===== src/rtl/stream_arbiter.sv =====
// Two-source stream arbiter: per-source FIFOs, round-robin grant into one output register, flush by ID.
// Define STREAM_ARB_STATS_EN to add saturating grant_cnt_1/grant_cnt_2/drop_cnt outputs.
`ifndef ADDRESS_WIDTH
`define ADDRESS_WIDTH 32
`endif
`ifndef ID_WIDTH
`define ID_WIDTH 8
`endif

module stream_arbiter #(
    parameter int ADDR_W = `ADDRESS_WIDTH,
    parameter int ID_W   = `ID_WIDTH,
    parameter int DEPTH  = 4
) (
    input  logic              clk,
    input  logic              reset,
    input  logic [ADDR_W-1:0] in_addr_1,
    input  logic [ID_W-1:0]   in_id_1,
    input  logic              in_valid_1,
    output logic              stall_1,
    input  logic              flush_1,
    input  logic [ID_W-1:0]   flush_id_1,
    input  logic [ADDR_W-1:0] in_addr_2,
    input  logic [ID_W-1:0]   in_id_2,
    input  logic              in_valid_2,
    output logic              stall_2,
    input  logic              flush_2,
    input  logic [ID_W-1:0]   flush_id_2,
    output logic [ADDR_W-1:0] out_address,
    output logic [ID_W-1:0]   out_id,
    output logic              out_src,
    output logic              out_valid,
`ifdef STREAM_ARB_STATS_EN
    output logic [15:0]       grant_cnt_1,
    output logic [15:0]       grant_cnt_2,
    output logic [15:0]       drop_cnt,
`endif
    input  logic              in_stall
);

    localparam int PTR_W = $clog2(DEPTH);
    localparam int CNT_W = PTR_W + 1;

    logic [ADDR_W-1:0] in_addr  [2];
    logic [ID_W-1:0]   in_id    [2];
    logic              in_valid [2];
    logic              flush    [2];
    logic [ID_W-1:0]   flush_id [2];

    logic [ADDR_W-1:0] addr_mem_q [2][DEPTH];
    logic [ID_W-1:0]   id_mem_q   [2][DEPTH];
    logic [PTR_W-1:0]  rd_ptr_q [2], rd_ptr_d [2];
    logic [PTR_W-1:0]  wr_ptr_q [2], wr_ptr_d [2];
    logic [CNT_W-1:0]  count_q  [2], count_d  [2];

    logic              out_valid_q, out_valid_d;
    logic [ADDR_W-1:0] out_addr_q,  out_addr_d;
    logic [ID_W-1:0]   out_id_q,    out_id_d;
    logic              out_src_q,   out_src_d;
    logic              rr_last_q,   rr_last_d;

    logic              full        [2];
    logic              accept      [2];
    logic              push        [2];
    logic              pop         [2];
    logic              eligible    [2];
    logic              out_hit     [2];
    logic              match_found [2];
    logic [CNT_W-1:0]  match_dist  [2];
    logic [PTR_W-1:0]  match_slot  [2];
    logic              load;
    logic              grant_v;
    logic              grant_src;

    assign in_addr[0]  = in_addr_1;
    assign in_addr[1]  = in_addr_2;
    assign in_id[0]    = in_id_1;
    assign in_id[1]    = in_id_2;
    assign in_valid[0] = in_valid_1;
    assign in_valid[1] = in_valid_2;
    assign flush[0]    = flush_1;
    assign flush[1]    = flush_2;
    assign flush_id[0] = flush_id_1;
    assign flush_id[1] = flush_id_2;

    assign stall_1     = full[0];
    assign stall_2     = full[1];
    assign out_valid   = out_valid_q;
    assign out_address = out_addr_q;
    assign out_id      = out_id_q;
    assign out_src     = out_src_q;

    // Flush search walks oldest to youngest so the first hit truncates the queue there.
    always_comb begin
        for (int s = 0; s < 2; s++) begin
            full[s]        = (count_q[s] == CNT_W'(DEPTH));
            accept[s]      = in_valid[s] && !full[s];
            match_found[s] = 1'b0;
            match_dist[s]  = '0;
            match_slot[s]  = '0;
            if (flush[s]) begin
                for (int i = 0; i < DEPTH; i++) begin
                    if (!match_found[s] && (CNT_W'(i) < count_q[s]) &&
                        (id_mem_q[s][rd_ptr_q[s] + PTR_W'(i)] == flush_id[s])) begin
                        match_found[s] = 1'b1;
                        match_dist[s]  = CNT_W'(i);
                        match_slot[s]  = rd_ptr_q[s] + PTR_W'(i);
                    end
                end
            end
            push[s]     = accept[s] && !(flush[s] && (match_found[s] || (in_id[s] == flush_id[s])));
            eligible[s] = (count_q[s] != '0) && !flush[s];
            out_hit[s]  = out_valid_q && flush[s] && (out_src_q == 1'(s)) && (out_id_q == flush_id[s]);
        end
    end

    always_comb begin
        load      = (!out_valid_q || !in_stall) && !(out_hit[0] || out_hit[1]);
        grant_v   = 1'b0;
        grant_src = 1'b0;
        if (load) begin
            if (eligible[0] && eligible[1]) begin
                grant_v   = 1'b1;
                grant_src = ~rr_last_q;
            end else if (eligible[0]) begin
                grant_v   = 1'b1;
                grant_src = 1'b0;
            end else if (eligible[1]) begin
                grant_v   = 1'b1;
                grant_src = 1'b1;
            end
        end
        rr_last_d = grant_v ? grant_src : rr_last_q;

        for (int s = 0; s < 2; s++) begin
            pop[s]      = grant_v && (grant_src == 1'(s));
            rd_ptr_d[s] = rd_ptr_q[s] + PTR_W'(pop[s]);
            wr_ptr_d[s] = wr_ptr_q[s] + PTR_W'(push[s]);
            count_d[s]  = count_q[s] + CNT_W'(push[s]) - CNT_W'(pop[s]);
            if (match_found[s]) begin
                wr_ptr_d[s] = match_slot[s];
                count_d[s]  = match_dist[s];
            end
        end

        out_valid_d = out_valid_q;
        out_addr_d  = out_addr_q;
        out_id_d    = out_id_q;
        out_src_d   = out_src_q;
        if (out_hit[0] || out_hit[1]) begin
            out_valid_d = 1'b0;
        end else if (load) begin
            out_valid_d = grant_v;
            if (grant_v) begin
                out_addr_d = addr_mem_q[grant_src][rd_ptr_q[grant_src]];
                out_id_d   = id_mem_q[grant_src][rd_ptr_q[grant_src]];
                out_src_d  = grant_src;
            end
        end
    end

    always_ff @(posedge clk) begin
        for (int s = 0; s < 2; s++) begin
            if (push[s]) begin
                addr_mem_q[s][wr_ptr_q[s]] <= in_addr[s];
                id_mem_q[s][wr_ptr_q[s]]   <= in_id[s];
            end
        end
    end

    always_ff @(posedge clk or posedge reset) begin
        if (reset) begin
            for (int s = 0; s < 2; s++) begin
                rd_ptr_q[s] <= '0;
                wr_ptr_q[s] <= '0;
                count_q[s]  <= '0;
            end
            out_valid_q <= 1'b0;
            out_addr_q  <= '0;
            out_id_q    <= '0;
            out_src_q   <= 1'b0;
            rr_last_q   <= 1'b1;
        end else begin
            for (int s = 0; s < 2; s++) begin
                rd_ptr_q[s] <= rd_ptr_d[s];
                wr_ptr_q[s] <= wr_ptr_d[s];
                count_q[s]  <= count_d[s];
            end
            out_valid_q <= out_valid_d;
            out_addr_q  <= out_addr_d;
            out_id_q    <= out_id_d;
            out_src_q   <= out_src_d;
            rr_last_q   <= rr_last_d;
        end
    end

`ifdef STREAM_ARB_STATS_EN
    localparam int DROP_W = CNT_W + 2;

    logic [15:0]       grant_cnt_1_q, grant_cnt_2_q, drop_cnt_q;
    logic [DROP_W-1:0] drop_sum;

    function automatic logic [15:0] sat_add(input logic [15:0] a, input logic [15:0] b);
        logic [16:0] sum;
        sum = {1'b0, a} + {1'b0, b};
        return sum[16] ? 16'hFFFF : sum[15:0];
    endfunction

    // Flushed FIFO entries, dropped pushes and a flushed output register all count as drops.
    always_comb begin
        drop_sum = '0;
        for (int s = 0; s < 2; s++) begin
            if (match_found[s]) begin
                drop_sum = drop_sum + DROP_W'(count_q[s] - match_dist[s]);
            end
            drop_sum = drop_sum + DROP_W'(accept[s] && !push[s]) + DROP_W'(out_hit[s]);
        end
    end

    always_ff @(posedge clk or posedge reset) begin
        if (reset) begin
            grant_cnt_1_q <= '0;
            grant_cnt_2_q <= '0;
            drop_cnt_q    <= '0;
        end else begin
            grant_cnt_1_q <= sat_add(grant_cnt_1_q, 16'(pop[0]));
            grant_cnt_2_q <= sat_add(grant_cnt_2_q, 16'(pop[1]));
            drop_cnt_q    <= sat_add(drop_cnt_q, 16'(drop_sum));
        end
    end

    assign grant_cnt_1 = grant_cnt_1_q;
    assign grant_cnt_2 = grant_cnt_2_q;
    assign drop_cnt    = drop_cnt_q;
`endif

endmodule


===== config.mk =====
export PLATFORM = sky130hd
export DESIGN_NAME = stream_arbiter
export DESIGN_NICKNAME = d
export VERILOG_FILES = /design/src/rtl/stream_arbiter.sv
export SDC_FILE = /design/constraint.sdc
export NUM_CORES = 1
export LEC_CHECK = 0
export ABC_CLOCK_PERIOD_IN_PS = 8000
export CAP_MARGIN = 5
export CORE_ASPECT_RATIO = 1.25
export CORE_MARGIN = 2
export CORE_UTILIZATION = 30
export DETAILED_ROUTE_END_ITERATION = 7
export PLACE_DENSITY = 0.58
export RECOVER_POWER = 25
export SLEW_MARGIN = 20
export SYNTH_ARGS = -nofsm -noshare
export SYNTH_HDL_FRONTEND = slang
export SYNTH_SLANG_ARGS = --single-unit

===== constraint.sdc =====
create_clock -name clk -period 8 [get_ports clk]
set_input_delay 1.6 -clock clk [delete_from_list [all_inputs] [get_ports clk]]
set_output_delay 1.6 -clock clk [all_outputs]
set_load 0.01 [all_outputs]

======== Word level (Yosys, flattened, before mapping) ========
Memories as Yosys holds them, arrays and structs flattened.
Index checks and enable logic that the tools add are counted.
storage, ports and cells
  register bits ........................... 57
  memory bits (writable) .................. 320
  output and inout bits ................... 44
  word-level logic and storage cells ...... 230
  memories ................................ 2
memories
  memory      words  bits a word  read ports  clocked after Yosys merged registers in  write ports  RTL line  RTL
  addr_mem_q  2      128          1           0                                        2            50        logic [ADDR_W-1:0] addr_mem_q [2][DEPTH];
  id_mem_q    2      32           3           0                                        2            51        logic [ID_W-1:0] id_mem_q [2][DEPTH];
operators by class
  $add $sub $neg .......................... 14
  order comparisons ....................... 22
  eq/ne operators ......................... 14
  muxes and demuxes ....................... 94
  bitwise logic cells ..................... 16
  reduce and logical (&&, ||, !) cells .... 57
operators with widths
  operator             count
  $mux 128             2
  $mux 32              6
  $mux 8               20
  $bmux 8 s2           9
  $demux 32 s2         2
  $eq 8x8->1           12
  $bmux 32 s2          1
  $logic_and 1x1->1    34
  $ge 3x3->1 const B   11
  $not 2->3            11
  $demux 8 s2          2
  $mux 2               15
  $mux 1               29
  $mux 3               8
  $logic_not 1->1      15
  $lt 1x3->1 const A   4
  $lt 2x3->1 const A   4
  $add 2x1->2          4
  $add 2x2->2 const B  4
  $add 3x1->3          2
  $eq 3x3->1 const B   2
  $lt 3x1->1 const B   2
  $reduce_bool 3->1    2
  $sub 3x1->3          2
  other kinds (7)      14

======== Longest topological paths before layout ========
Gate-level depths: netlist of the first run.
  word-level depth ........................ 30
  gate-level depth with buffers ........... 18
  depth with buffers taken out ............ 13

======== Worst setup path before layout of the first run ========
No wires, ideal clock.
  path type ............................... input to register
  from .................................... input port flush_id_1[1]
  to ...................................... memory addr_mem_q[0][100] in the netlist's numbering, enable pin
  library setup time ...................... 0.487 ns
  arrival ................................. 6.115 ns
  slack ................................... 1.398 ns
  cell stages on the path ................. 9
  path buffers ............................ 2
  cell sequence ........................... buf_2 -> xnor2_1 -> nor4b_1 -> or3_1 -> nand2_1 -> a41oi_4 -> or4b_4 -> buf_6 -> nor3_1
RTL lines
  what                RTL line  RTL
  start: declaration  22        input logic [ID_W-1:0] flush_id_1,
  end: declaration    50

==> impl_metrics.json, run 1 <==
{
  "numPortBuffers": 146,
  "rsz0062_at_grt": "false",
  "yosysSeqAreaShare_pct": 61.9,
  "critical_path_class": "input port to flip-flop",
  "gr-usage-all-layers_pct": 14.7,
  "max_cap_viol_count": 0,
  "setup_slack_ns": 2.92,
  "place_congestion": 0.863,
  "pwr-share-seq_pct": 38.5,
  "synth.most_common_cell": "edfxtp_1",
  "die_w_microns": 222,
  "viasPerCell": 4.87,
  "worstPathMaxFanout": 41,
  "whs_ns": 0.472,
  "dp.cells": 2032,
  "area_growth_pct": 20.4,
  "hp-class": "flip-flop to flip-flop",
  "p_sw_mw": 2.71,
  "row_count": 99,
  "synth_seq_cells": 377,
  "timing.fmax_mhz": 197,
  "leakagePower_nw": 8.09,
  "clockRootBuffer": "clkbuf_16",
  "die_h_microns": 277,
  "yosysTopAreaCellShare_pct": 53.9,
  "async_flop_share_pct": 15.1,
  "arrival_ns": 5.54,
  "cp_top_family": "simple AND/OR/NAND/NOR gates",
  "power.share.switching_pct": 34.3,
  "core_sq_um": 58600,
  "grt_pass1_wl_microns": 67500,
  "placed_area_sq_um": 20000,
  "fp.dieArea_sq_um": 61400,
  "routedWlPerCell_microns": 21.4,
  "synth_cell_types": 63,
  "cts_sinks": 377,
  "fillers": 5566,
  "end_kind": "flip-flop",
  "drcViolationCount": 0,
  "post-place-ws_ns": 2.35,
  "critical_path.max_stage_delay_ns": 0.79,
  "synth_commonest_cells": "edfxtp_1, mux2i_1, xnor2_1",
  "drtPass1Iterations": 6,
  "power_frac_comb_pct": 36.1,
  "grt_pass1_vias": 10700,
  "cts_tree": "done",
  "grt_start_max_net_pins": 81,
  "io_pins": 147,
  "outcome": "complete, no violations",
  "diodes": 0,
  "hpwlAfterDp_microns": 29200,
  "ys_top_cells_by_area": "edfxtp_1, mux2i_1, dfrtp_1",
  "synth_ff_type": "edfxtp_1",
  "final_util_pct": 36.6,
  "ant_nets": 0,
  "syn_area_per_cell_sq_um": 15.0,
  "hold_buffers": 0,
  "slew_headroom_pct": 33.2,
  "period_share_pct": 63.5,
  "setup_tns_ns": 0,
  "clock-skew-final_ns": 0.0191,
  "vdd_drop_max_mv": 0.202,
  "fin_crit_ns": 5.08,
  "syn_inst": 1188,
  "synth_nets": 1305,
  "cp.required_ns": 8.46,
  "drt_iter0_drc": 643,
  "yosysTopAreaCell": "edfxtp_1",
  "vias": 10300,
  "cts_buffers": 42,
  "fin_area_sq_um": 21500,
  "grt_overflow": 0,
  "cts_setup_buffers": 0,
  "drive_gt1_share_pct": 11.0,
  "slowest_stage": "clkdlybuf4s50_1",
  "hold_viol_final": 0,
  "p_per_area_nw_per_um2": 367,
  "clkLatencyLatePin_ns": 0.57,
  "finalSetupViolCount": 0,
  "grt_antenna_before_repair": 10,
  "cp_cell_sequence": "clkdlybuf4s50_1 > xnor2_1 > nand4_1 > nor3_1 > nor3_1 > nand2_4 > inv_1 > ha_1 > inv_1 > ha_1 > fa_1 > o21a_1",
  "worst_pin_slew_ns": 1.00,
  "cp.buffers_inverters": 3,
  "cp-start-kind": "input port",
  "start_util_pct": 30.4,
  "ctsResizeCount": 0,
  "p_clk_share_pct": 25.4,
  "power_mw": 7.88,
  "cts.htree.levels": 2,
  "nets": 1436,
  "synth-edff-count": 320,
  "maxSlewViolCount": 0,
  "netlist_area_sq_um": 17800,
  "stdcell_count": 2110,
  "p_int_mw": 5.18,
  "cts_buffer_depth": 3,
  "wirelength_microns": 45200,
  "path_clk_slew_ns": 0.06,
  "yosys_warnings": 0
}
==> final cells by class <==
class / count / area [sq um] / share of cell area (%)
flip-flops and latches: 377 / 11100 / 51.5
multi-input cells: 712 / 6330 / 29.5
repair buffers: 162 / 1580 / 7.37
clock buffers: 56 / 1140 / 5.33
well taps: 757 / 947 / 4.41
clock inverters: 22 / 307 / 1.43
inverters: 24 / 90.1 / 0.420
==> cell families (layout without fill, tap and decap cells) <==
logic type | after synthesis | count (layout) | share of synthesized area [%]
AND/OR/NAND/NOR | 172 | 172 | 4.94
AO/OA/AOI/OAI | 103 | 103 | 3.74
buffers and inverters | 99 | 264 | 2.91
XOR/XNOR | 100 | 100 | 4.91
flip-flops | 377 | 377 | 61.9
adder cells (fa/ha/maj) | 14 | 14 | 1.07
multiplexers | 323 | 323 | 20.5
==> power by group through the flow <==
stage / registers (mW) / logic [mW] / clock network, mW
finish: 3.03 / 2.84 / 2.01
CTS: 3.05 / 2.92 / 2.06
global placement: 3.07 / 2.87 / 0
detailed placement: 3.08 / 2.91 / 0
floorplan: 2.94 / 2.09 / 0
global route: 3.09 / 3.11 / 2.14
==> placed cells by master, fill, tap and decap left out, drive strengths merged, types with 14 or more instances in the layout <==
cell,instances
nand2,58
nor2,24
edfxtp,320
mux2i,280
xnor2,66
inv,26
a21oi,19
xor2,34
clkbuf,56
o21ai,45
dlygate4sd3,52
clkdlybuf4s50,94
nor3,33
clkinv,14
buf,16
mux4,31
dfrtp,56
==> worst reg2reg max path, stage by stage (launching register included) <==
cell	delay [ns]
dfrtp_4	0.74
buf_4	0.70
mux4_2	0.64
xor2_1	0.17
or4_1	0.51
nor3_4	0.41
o41ai_4	0.18
nand4b_1	0.33
ha_1	0.29
inv_1	0.05
ha_1	0.15
fa_1	0.41
o21a_1	0.19
==> path summary, 6_finish.rpt <==
kind                          startpoint              end  slack, ns  cells past startpoint
setup / recovery           flush_id_2[3]       count_q[1]       2.92                     12
hold / removal                 rr_last_q        rr_last_q       0.47                      2
setup reg to reg             rd_ptr_q[0]       count_q[1]       3.11                     12
hold reg to reg                rr_last_q        rr_last_q       0.47                      2
max in group asynchronous          reset      rd_ptr_q[2]       5.57                      3
min in group asynchronous          reset  out_address[19]       1.63                      3
==> routing by layer <==
| metal | track usage, % | share of wire (%) |
|---|---|---|
| met5 | 0 | 0.17 |
| met4 | 5.08 | 3.2 |
| met3 | 3.37 | 4.9 |
| met2 | 26.2 | 51 |
| met1 | 17.4 | 41 |
==> flip-flops by register name, summed over array words and instances, names as in the netlist <==
name,flops
count_q,6
out_address,32
rr_last_q,1
out_id,8
id_mem_q,64
rd_ptr_q,4
addr_mem_q,256
wr_ptr_q,4
out_src,1
out_valid,1
Power figures use the tool's default switching activity.
==> run 2: changes to the inputs <==
--- a/config.mk
+++ b/config.mk
@@ -5,7 +5,7 @@
 export SDC_FILE = /design/constraint.sdc
 export NUM_CORES = 1
 export LEC_CHECK = 0
-export ABC_CLOCK_PERIOD_IN_PS = 8000
+export ABC_CLOCK_PERIOD_IN_PS = 5000
 export CAP_MARGIN = 5
 export CORE_ASPECT_RATIO = 1.25
 export CORE_MARGIN = 2
==> constraint.sdc (replaced) <==
create_clock -name clk -period 5 [get_ports clk]
set_input_delay 1 -clock clk [delete_from_list [all_inputs] [get_ports clk]]
set_output_delay 1 -clock clk [all_outputs]
set_load 0.01 [all_outputs]
==> run 2 against run 1 <==
Effect of this change: worst setup slack worse by 2.2 ns; combinational power up 62%; wire length down 0.91%; non-clock buffer count up 14; final area up 1.3%; count of clock-buffer cells in the layout down 1; core utilization up 0.49 points; via count up 0.31%; clock power up 61%; clock skew up 0.0040 ns.
==> impl_metrics.json, run 2 (synthesis gave the netlist of run 1 again) <==
{
  "cp_top_family": "simple AND/OR/NAND/NOR gates",
  "row_count": 99,
  "gr-usage-all-layers_pct": 14.6,
  "cp-start-kind": "flip-flop",
  "cts_setup_buffers": 0,
  "vdd_drop_max_mv": 0.325,
  "cts_buffers": 43,
  "numPortBuffers": 146,
  "maxSlewViolCount": 0,
  "cts_buffer_depth": 3,
  "hp-class": "flip-flop to flip-flop",
  "mostFrequentLayoutCells": "edfxtp_1, mux2i_1, clkdlybuf4s50_1",
  "viasPerCell": 4.83,
  "die_h_microns": 277,
  "max_cap_viol_count": 0,
  "worst_pin_slew_ns": 0.839,
  "area_growth_pct": 22.0,
  "drcViolationCount": 0,
  "cpMostUsedCell": "ha_1",
  "cts_sinks": 377,
  "whs_ns": 0.463,
  "arrival_ns": 4.68,
  "io_pins": 147,
  "setup_tns_ns": 0,
  "grt_overflow": 0,
  "cts_tree": "done",
  "ctsResizeCount": 0,
  "p_per_area_nw_per_um2": 586,
  "core_sq_um": 58600,
  "clock-skew-final_ns": 0.0231,
  "rsz0062_at_grt": "false",
  "largest_register_ffs": 256,
  "cp_cell_sequence": "mux2i_1 > xnor2_1 > nor4b_1 > or3_1 > nand2_1 > a41oi_4 > or4b_4 > ha_1 > inv_1 > ha_1 > fa_1 > xor2_1 > nor2_1",
  "fp.dieArea_sq_um": 61400,
  "drive_gt1_share_pct": 12.0,
  "hold_viol_final": 0,
  "dp.cells": 2046,
  "grt_start_max_net_pins": 81,
  "critical_path_class": "flip-flop to flip-flop",
  "drt_iter0_drc": 617,
  "cp.required_ns": 5.42,
  "routedWlPerCell_microns": 21.0,
  "slew_headroom_pct": 44.1,
  "hold_buffers": 0,
  "drtPass1Iterations": 5,
  "leakagePower_nw": 8.21,
  "final_common_cell": "edfxtp_1",
  "nets": 1451,
  "hpwlAfterDp_microns": 29800,
  "vias": 10300,
  "fillers": 5554,
  "timing.fmax_mhz": 235,
  "wirelength_microns": 44800,
  "slowest_stage": "dfrtp_4",
  "clockRootBuffer": "clkbuf_16",
  "die_w_microns": 222,
  "path_clk_slew_ns": 0.06,
  "grt_pass1_wl_microns": 67200,
  "grt_antenna_before_repair": 13,
  "cts.htree.levels": 2,
  "critical_path.max_stage_delay_ns": 0.87,
  "ant_nets": 0,
  "clkLatencyLatePin_ns": 0.56,
  "setup_slack_ns": 0.741,
  "worstPathMaxFanout": 46,
  "outcome": "complete, no violations",
  "cp.buffers_inverters": 1,
  "period_share_pct": 85.2,
  "post-place-ws_ns": 0.376,
  "finalSetupViolCount": 0,
  "end_kind": "flip-flop",
  "place_congestion": 0.853,
  "start_util_pct": 30.4,
  "fin_crit_ns": 4.26,
  "stdcell_count": 2130,
  "grt_pass1_vias": 10800,
  "final_util_pct": 37.1
}
[run 2: worst paths after layout]
path                              from               to  slack (ns)  cells after the start
setup / recovery           rd_ptr_q[2]       count_q[5]        0.74                     13
hold / removal               rr_last_q        rr_last_q        0.46                      2
setup reg to reg           rd_ptr_q[2]       count_q[5]        0.74                     13
hold reg to reg              rr_last_q        rr_last_q        0.46                      2
max in group asynchronous        reset      rd_ptr_q[3]        2.96                      3
min in group asynchronous        reset  out_address[30]        0.92                      2
[run 2: routing by layer]
metal	vias to the layer above	track usage [%]	wire length [microns]	share of wire, %
met5	-	0	98	0.22
met4	14	4.66	1300	2.9
met3	92	3.24	2300	5.1
met2	260	25.9	22600	50
met1	5119	17.6	18600	41
li1	4813	-	-	-
[run 2: layout make-up]
type	count	area, sq um	share of cell area, %
Antenna cell	4	10.0	0.0460
Clock buffer	55	1180	5.44
Clock inverter	25	298	1.37
Inverter	24	90.1	0.414
Multi-Input combinational cell	712	6360	29.3
Sequential cell	377	11100	50.8
Tap cell	757	947	4.36
Timing Repair Buffer	176	1800	8.27
[run 2: worst min-delay path, stage by stage, from the launching register on]
cell	delay [ns]
dfstp_2	0.37
nand2_1	0.05
nand2_1	0.04
[run 2: through the flow]
stage	cell area [sq um]	total power [mW]
4_1_cts	21700	13.0
3_3_place_gp	20300	9.61
6_report	21700	12.7
5_1_grt	21700	13.5
3_5_place_dp	20300	9.70
2_1_floorplan	17800	8.03
[run 2: power by group]
group	switching [mW]	internal, mW
logic	2.45	2.16
clock network	1.24	1.99
registers	0.647	4.26
total	4.34	8.41
==> run 3: changes to the inputs <==
--- a/config.mk
+++ b/config.mk
@@ -5,13 +5,15 @@
 export SDC_FILE = /design/constraint.sdc
 export NUM_CORES = 1
 export LEC_CHECK = 0
+export ABC_AREA = 1
 export ABC_CLOCK_PERIOD_IN_PS = 5000
 export CAP_MARGIN = 5
 export CORE_ASPECT_RATIO = 1.25
 export CORE_MARGIN = 2
 export CORE_UTILIZATION = 30
 export DETAILED_ROUTE_END_ITERATION = 7
-export PLACE_DENSITY = 0.58
+export MAX_ROUTING_LAYER = met4
+export PLACE_DENSITY = 0.57
 export RECOVER_POWER = 25
 export SLEW_MARGIN = 20
 export SYNTH_ARGS = -nofsm -noshare
==> run 3 against run 2 <==
Effect of this change: core utilization shrank 0.83 points; register-to-register slack better by 0.25 ns; power increased by 12%; area after synthesis up 12%; maximum frequency is 6.1% higher; worst setup slack gained 0.24 ns; sequential power fell by 5.1%; clock skew down 0.0067 ns; wire length rose by 45%; synthesized cell count increased by 110%; final area grew 9.6%; highest routed layer is now met4.
==> impl_metrics.json, run 3 <==
{
  "setup_tns_ns": 0,
  "max_cap_viol_count": 0,
  "use_met2_pct": 32.7,
  "largest_register_ffs": 256,
  "timing.fmax_mhz": 249,
  "critical_path.max_stage_delay_ns": 0.65,
  "final_util_pct": 36.3,
  "grtUsageMet1_pct": 23.7,
  "rsz0062_at_grt": "false",
  "reg2reg_depth": 23,
  "ant_nets": 0,
  "syn_area_per_cell_sq_um": 8.13,
  "arrival_ns": 4.53,
  "grt_overflow": 0,
  "maxSlewViolCount": 0,
  "drcViolationCount": 0,
  "ctsResizeCount": 0,
  "syn_inst": 2457,
  "synth_cell_types": 41,
  "cts_tree": "done",
  "synth_nets": 2574,
  "synth_commonest_cells": "nand2_1, nand3_1, edfxtp_1",
  "period_share_pct": 80.3,
  "timing.rr.start": "rd_ptr_q[0]",
  "grt_antenna_before_repair": 8,
  "clkLatencyLatePin_ns": 0.58,
  "yosysTopAreaCell": "edfxtp_1",
  "whs_ns": 0.479,
  "core_sq_um": 65700,
  "hold_depth": 2,
  "yosys_warnings": 0,
  "cpMostUsedCell": "nand2_1",
  "r2r_setup_slack_ns": 0.99,
  "synth_seq_cells": 377,
  "cts.htree.levels": 2,
  "gr-usage-all-layers_pct": 19.3,
  "place_congestion": 0.995,
  "final_common_cell": "nand2_1",
  "slew_headroom_pct": 49.0,
  "leakagePower_nw": 10.8,
  "power_mw": 14.3,
  "hold_buffers": 0,
  "async_flop_share_pct": 15.1,
  "clock-skew-final_ns": 0.0165,
  "grt_start_max_net_pins": 117,
  "drt_iter0_drc": 1310,
  "die_h_microns": 292,
  "synth_ff_type": "edfxtp_1",
  "cp-start-kind": "input port",
  "netlist_area_sq_um": 20000,
  "synth-edff-count": 320,
  "grt_pass1_vias": 16300,
  "cp_cell_sequence": "clkdlybuf4s50_1 > a31oi_1 > o21ai_0 > inv_4 > buf_4 > buf_4 > nand3_1 > nand2_1 > nand2_1 > nand2_1 > nand2_1 > nand2_1 > nand2_1 > nand2_1",
  "routedWlPerCell_microns": 18.8,
  "row_count": 105,
  "area_growth_pct": 19.4,
  "outcome": "complete, no violations",
  "min_from": "out_address[18]",
  "viasPerCell": 4.85,
  "grt_pass1_wl_microns": 98600,
  "worst_pin_slew_ns": 0.765,
  "start_util_pct": 30.4,
  "worstPathMaxFanout": 67,
  "hp-class": "flip-flop to flip-flop",
  "die_w_microns": 235,
  "end_kind": "flip-flop",
  "fillers": 6694,
  "vias": 16800,
  "wirelength_microns": 65000,
  "grt-busiest-layer": "met2",
  "synth.most_common_cell": "nand2_1",
  "yosysTopAreaCellShare_pct": 48.1,
  "crit_path_start": "flush_2",
  "yosysSeqAreaShare_pct": 55.3,
  "cp.required_ns": 5.52,
  "finalSetupViolCount": 0,
  "cts_buffer_depth": 3,
  "path_clk_slew_ns": 0.06,
  "drive_gt1_share_pct": 6.00,
  "cts_buffers": 42,
  "vdd_drop_max_mv": 0.275,
  "hpwlAfterDp_microns": 44200,
  "io_pins": 147,
  "mostFrequentLayoutCells": "nand2_1, nand3_1, edfxtp_1",
  "numPortBuffers": 146,
  "critical_path_class": "input port to flip-flop",
  "ys_top_cells_by_area": "edfxtp_1, nand2_1, nand3_1",
  "p_per_area_nw_per_um2": 601,
  "fp.dieArea_sq_um": 68600,
  "drtPass1Iterations": 6,
  "nets": 2684,
  "holdPathEnd": "out_address[18]",
  "r2r_end": "count_q[2]",
  "use_met3_pct": 2.32,
  "cts_setup_buffers": 0,
  "fin_crit_ns": 4.02,
  "clockRootBuffer": "clkbuf_16",
  "cts_sinks": 377,
  "slowest_stage": "clkdlybuf4s50_1",
  "cp.buffers_inverters": 4,
  "hold_viol_final": 0,
  "cp_top_family": "buffers and inverters"
}
[run 3: cell types whose count changed in the layout (fill, tap and decap cells not counted), sizes merged, moves of 31 or more]
| cell | delta |
|---|---|
| inv | +90 |
| mux2i | -280 |
| mux4 | -31 |
| nand2 | +1269 |
| nand3 | +311 |
| nor2 | +54 |
| xnor2 | -59 |
[run 3: power breakdown]
part / switching, mW / internal, mW / leakage (nW)
sequential: 0.421 / 4.24 / 3.64
clock: 1.32 / 1.79 / 0.668
combinational: 4.44 / 2.10 / 6.52
total: 6.19 / 8.13 / 10.8
[run 3: layout make-up]
type / instances / area (sq um) / area share (%)
Antenna cell: 6 / 15.0 / 0.0630
Inverter: 112 / 425 / 1.79
Clock buffer: 57 / 1150 / 4.81
Clock inverter: 21 / 234 / 0.982
Tap cell: 856 / 1070 / 4.49
Multi-Input combinational cell: 1837 / 7870 / 33.0
Sequential cell: 377 / 11000 / 46.3
Timing Repair Buffer: 197 / 2030 / 8.53
[run 3: worst max path at each step]
stage / end / slack (ns) / cells after the start
3_3_place_gp: out_address[26] / 0.43 / 14
6_report: out_address[19] / 0.98 / 14
2_1_floorplan: addr_mem_q[0][100] / -0.31 / 12
3_5_place_dp: out_address[19] / 0.41 / 14
5_1_grt: count_q[2] / 0.69 / 23
4_1_cts: count_q[2] / 0.99 / 23
[run 3: worst reg2reg max path, stage by stage, from the launching register on]
cell,delay (ns)
dfrtp_1,0.36
buf_4,0.21
inv_2,0.08
buf_4,0.35
nand2_1,0.09
nand2_1,0.07
buf_4,0.26
nand2_1,0.09
nand2_1,0.11
nand2_1,0.08
nand2_1,0.07
nor2_1,0.04
nand2_1,0.09
inv_1,0.06
nand2_2,0.11
nand4_2,0.18
nand2_4,0.15
nand3_4,0.17
ha_1,0.33
inv_1,0.04
ha_1,0.18
fa_1,0.37
or2_2,0.28
a22oi_1,0.18
[run 3: routing by layer]
| layer | share of wire, % | up-vias |
|---|---|---|
| met1 | 43 | 8006 |
| met2 | 50 | 483 |
| met5 | 0 | - |
| li1 | - | 8174 |
| met4 | 3.3 | 0 |
| met3 | 4.6 | 132 |
[run 3: cells by family (layout without fill, tap and decap cells)]
logic type / after synthesis / in the layout / synth area share (%)
xor+xnor: 33 / 33 / 1.45
flops: 377 / 377 / 55.3
fa+ha+maj: 14 / 14 / 0.952
simple gates: 1749 / 1749 / 35.5
compound gates: 41 / 41 / 1.17
other cells: 0 / 6 / 0
buf+inv: 243 / 387 / 5.66
[run 3: per-stage QoR]
step                cell area (sq um)  cells  setup WS [ns]
global placement                22400   3379          0.431
global route                    23800   3463          0.686
finish                          23800   3463          0.984
detailed placement              22400   3379          0.412
floorplan                       20000   2457         -0.308
CTS                             23800   3457          0.993
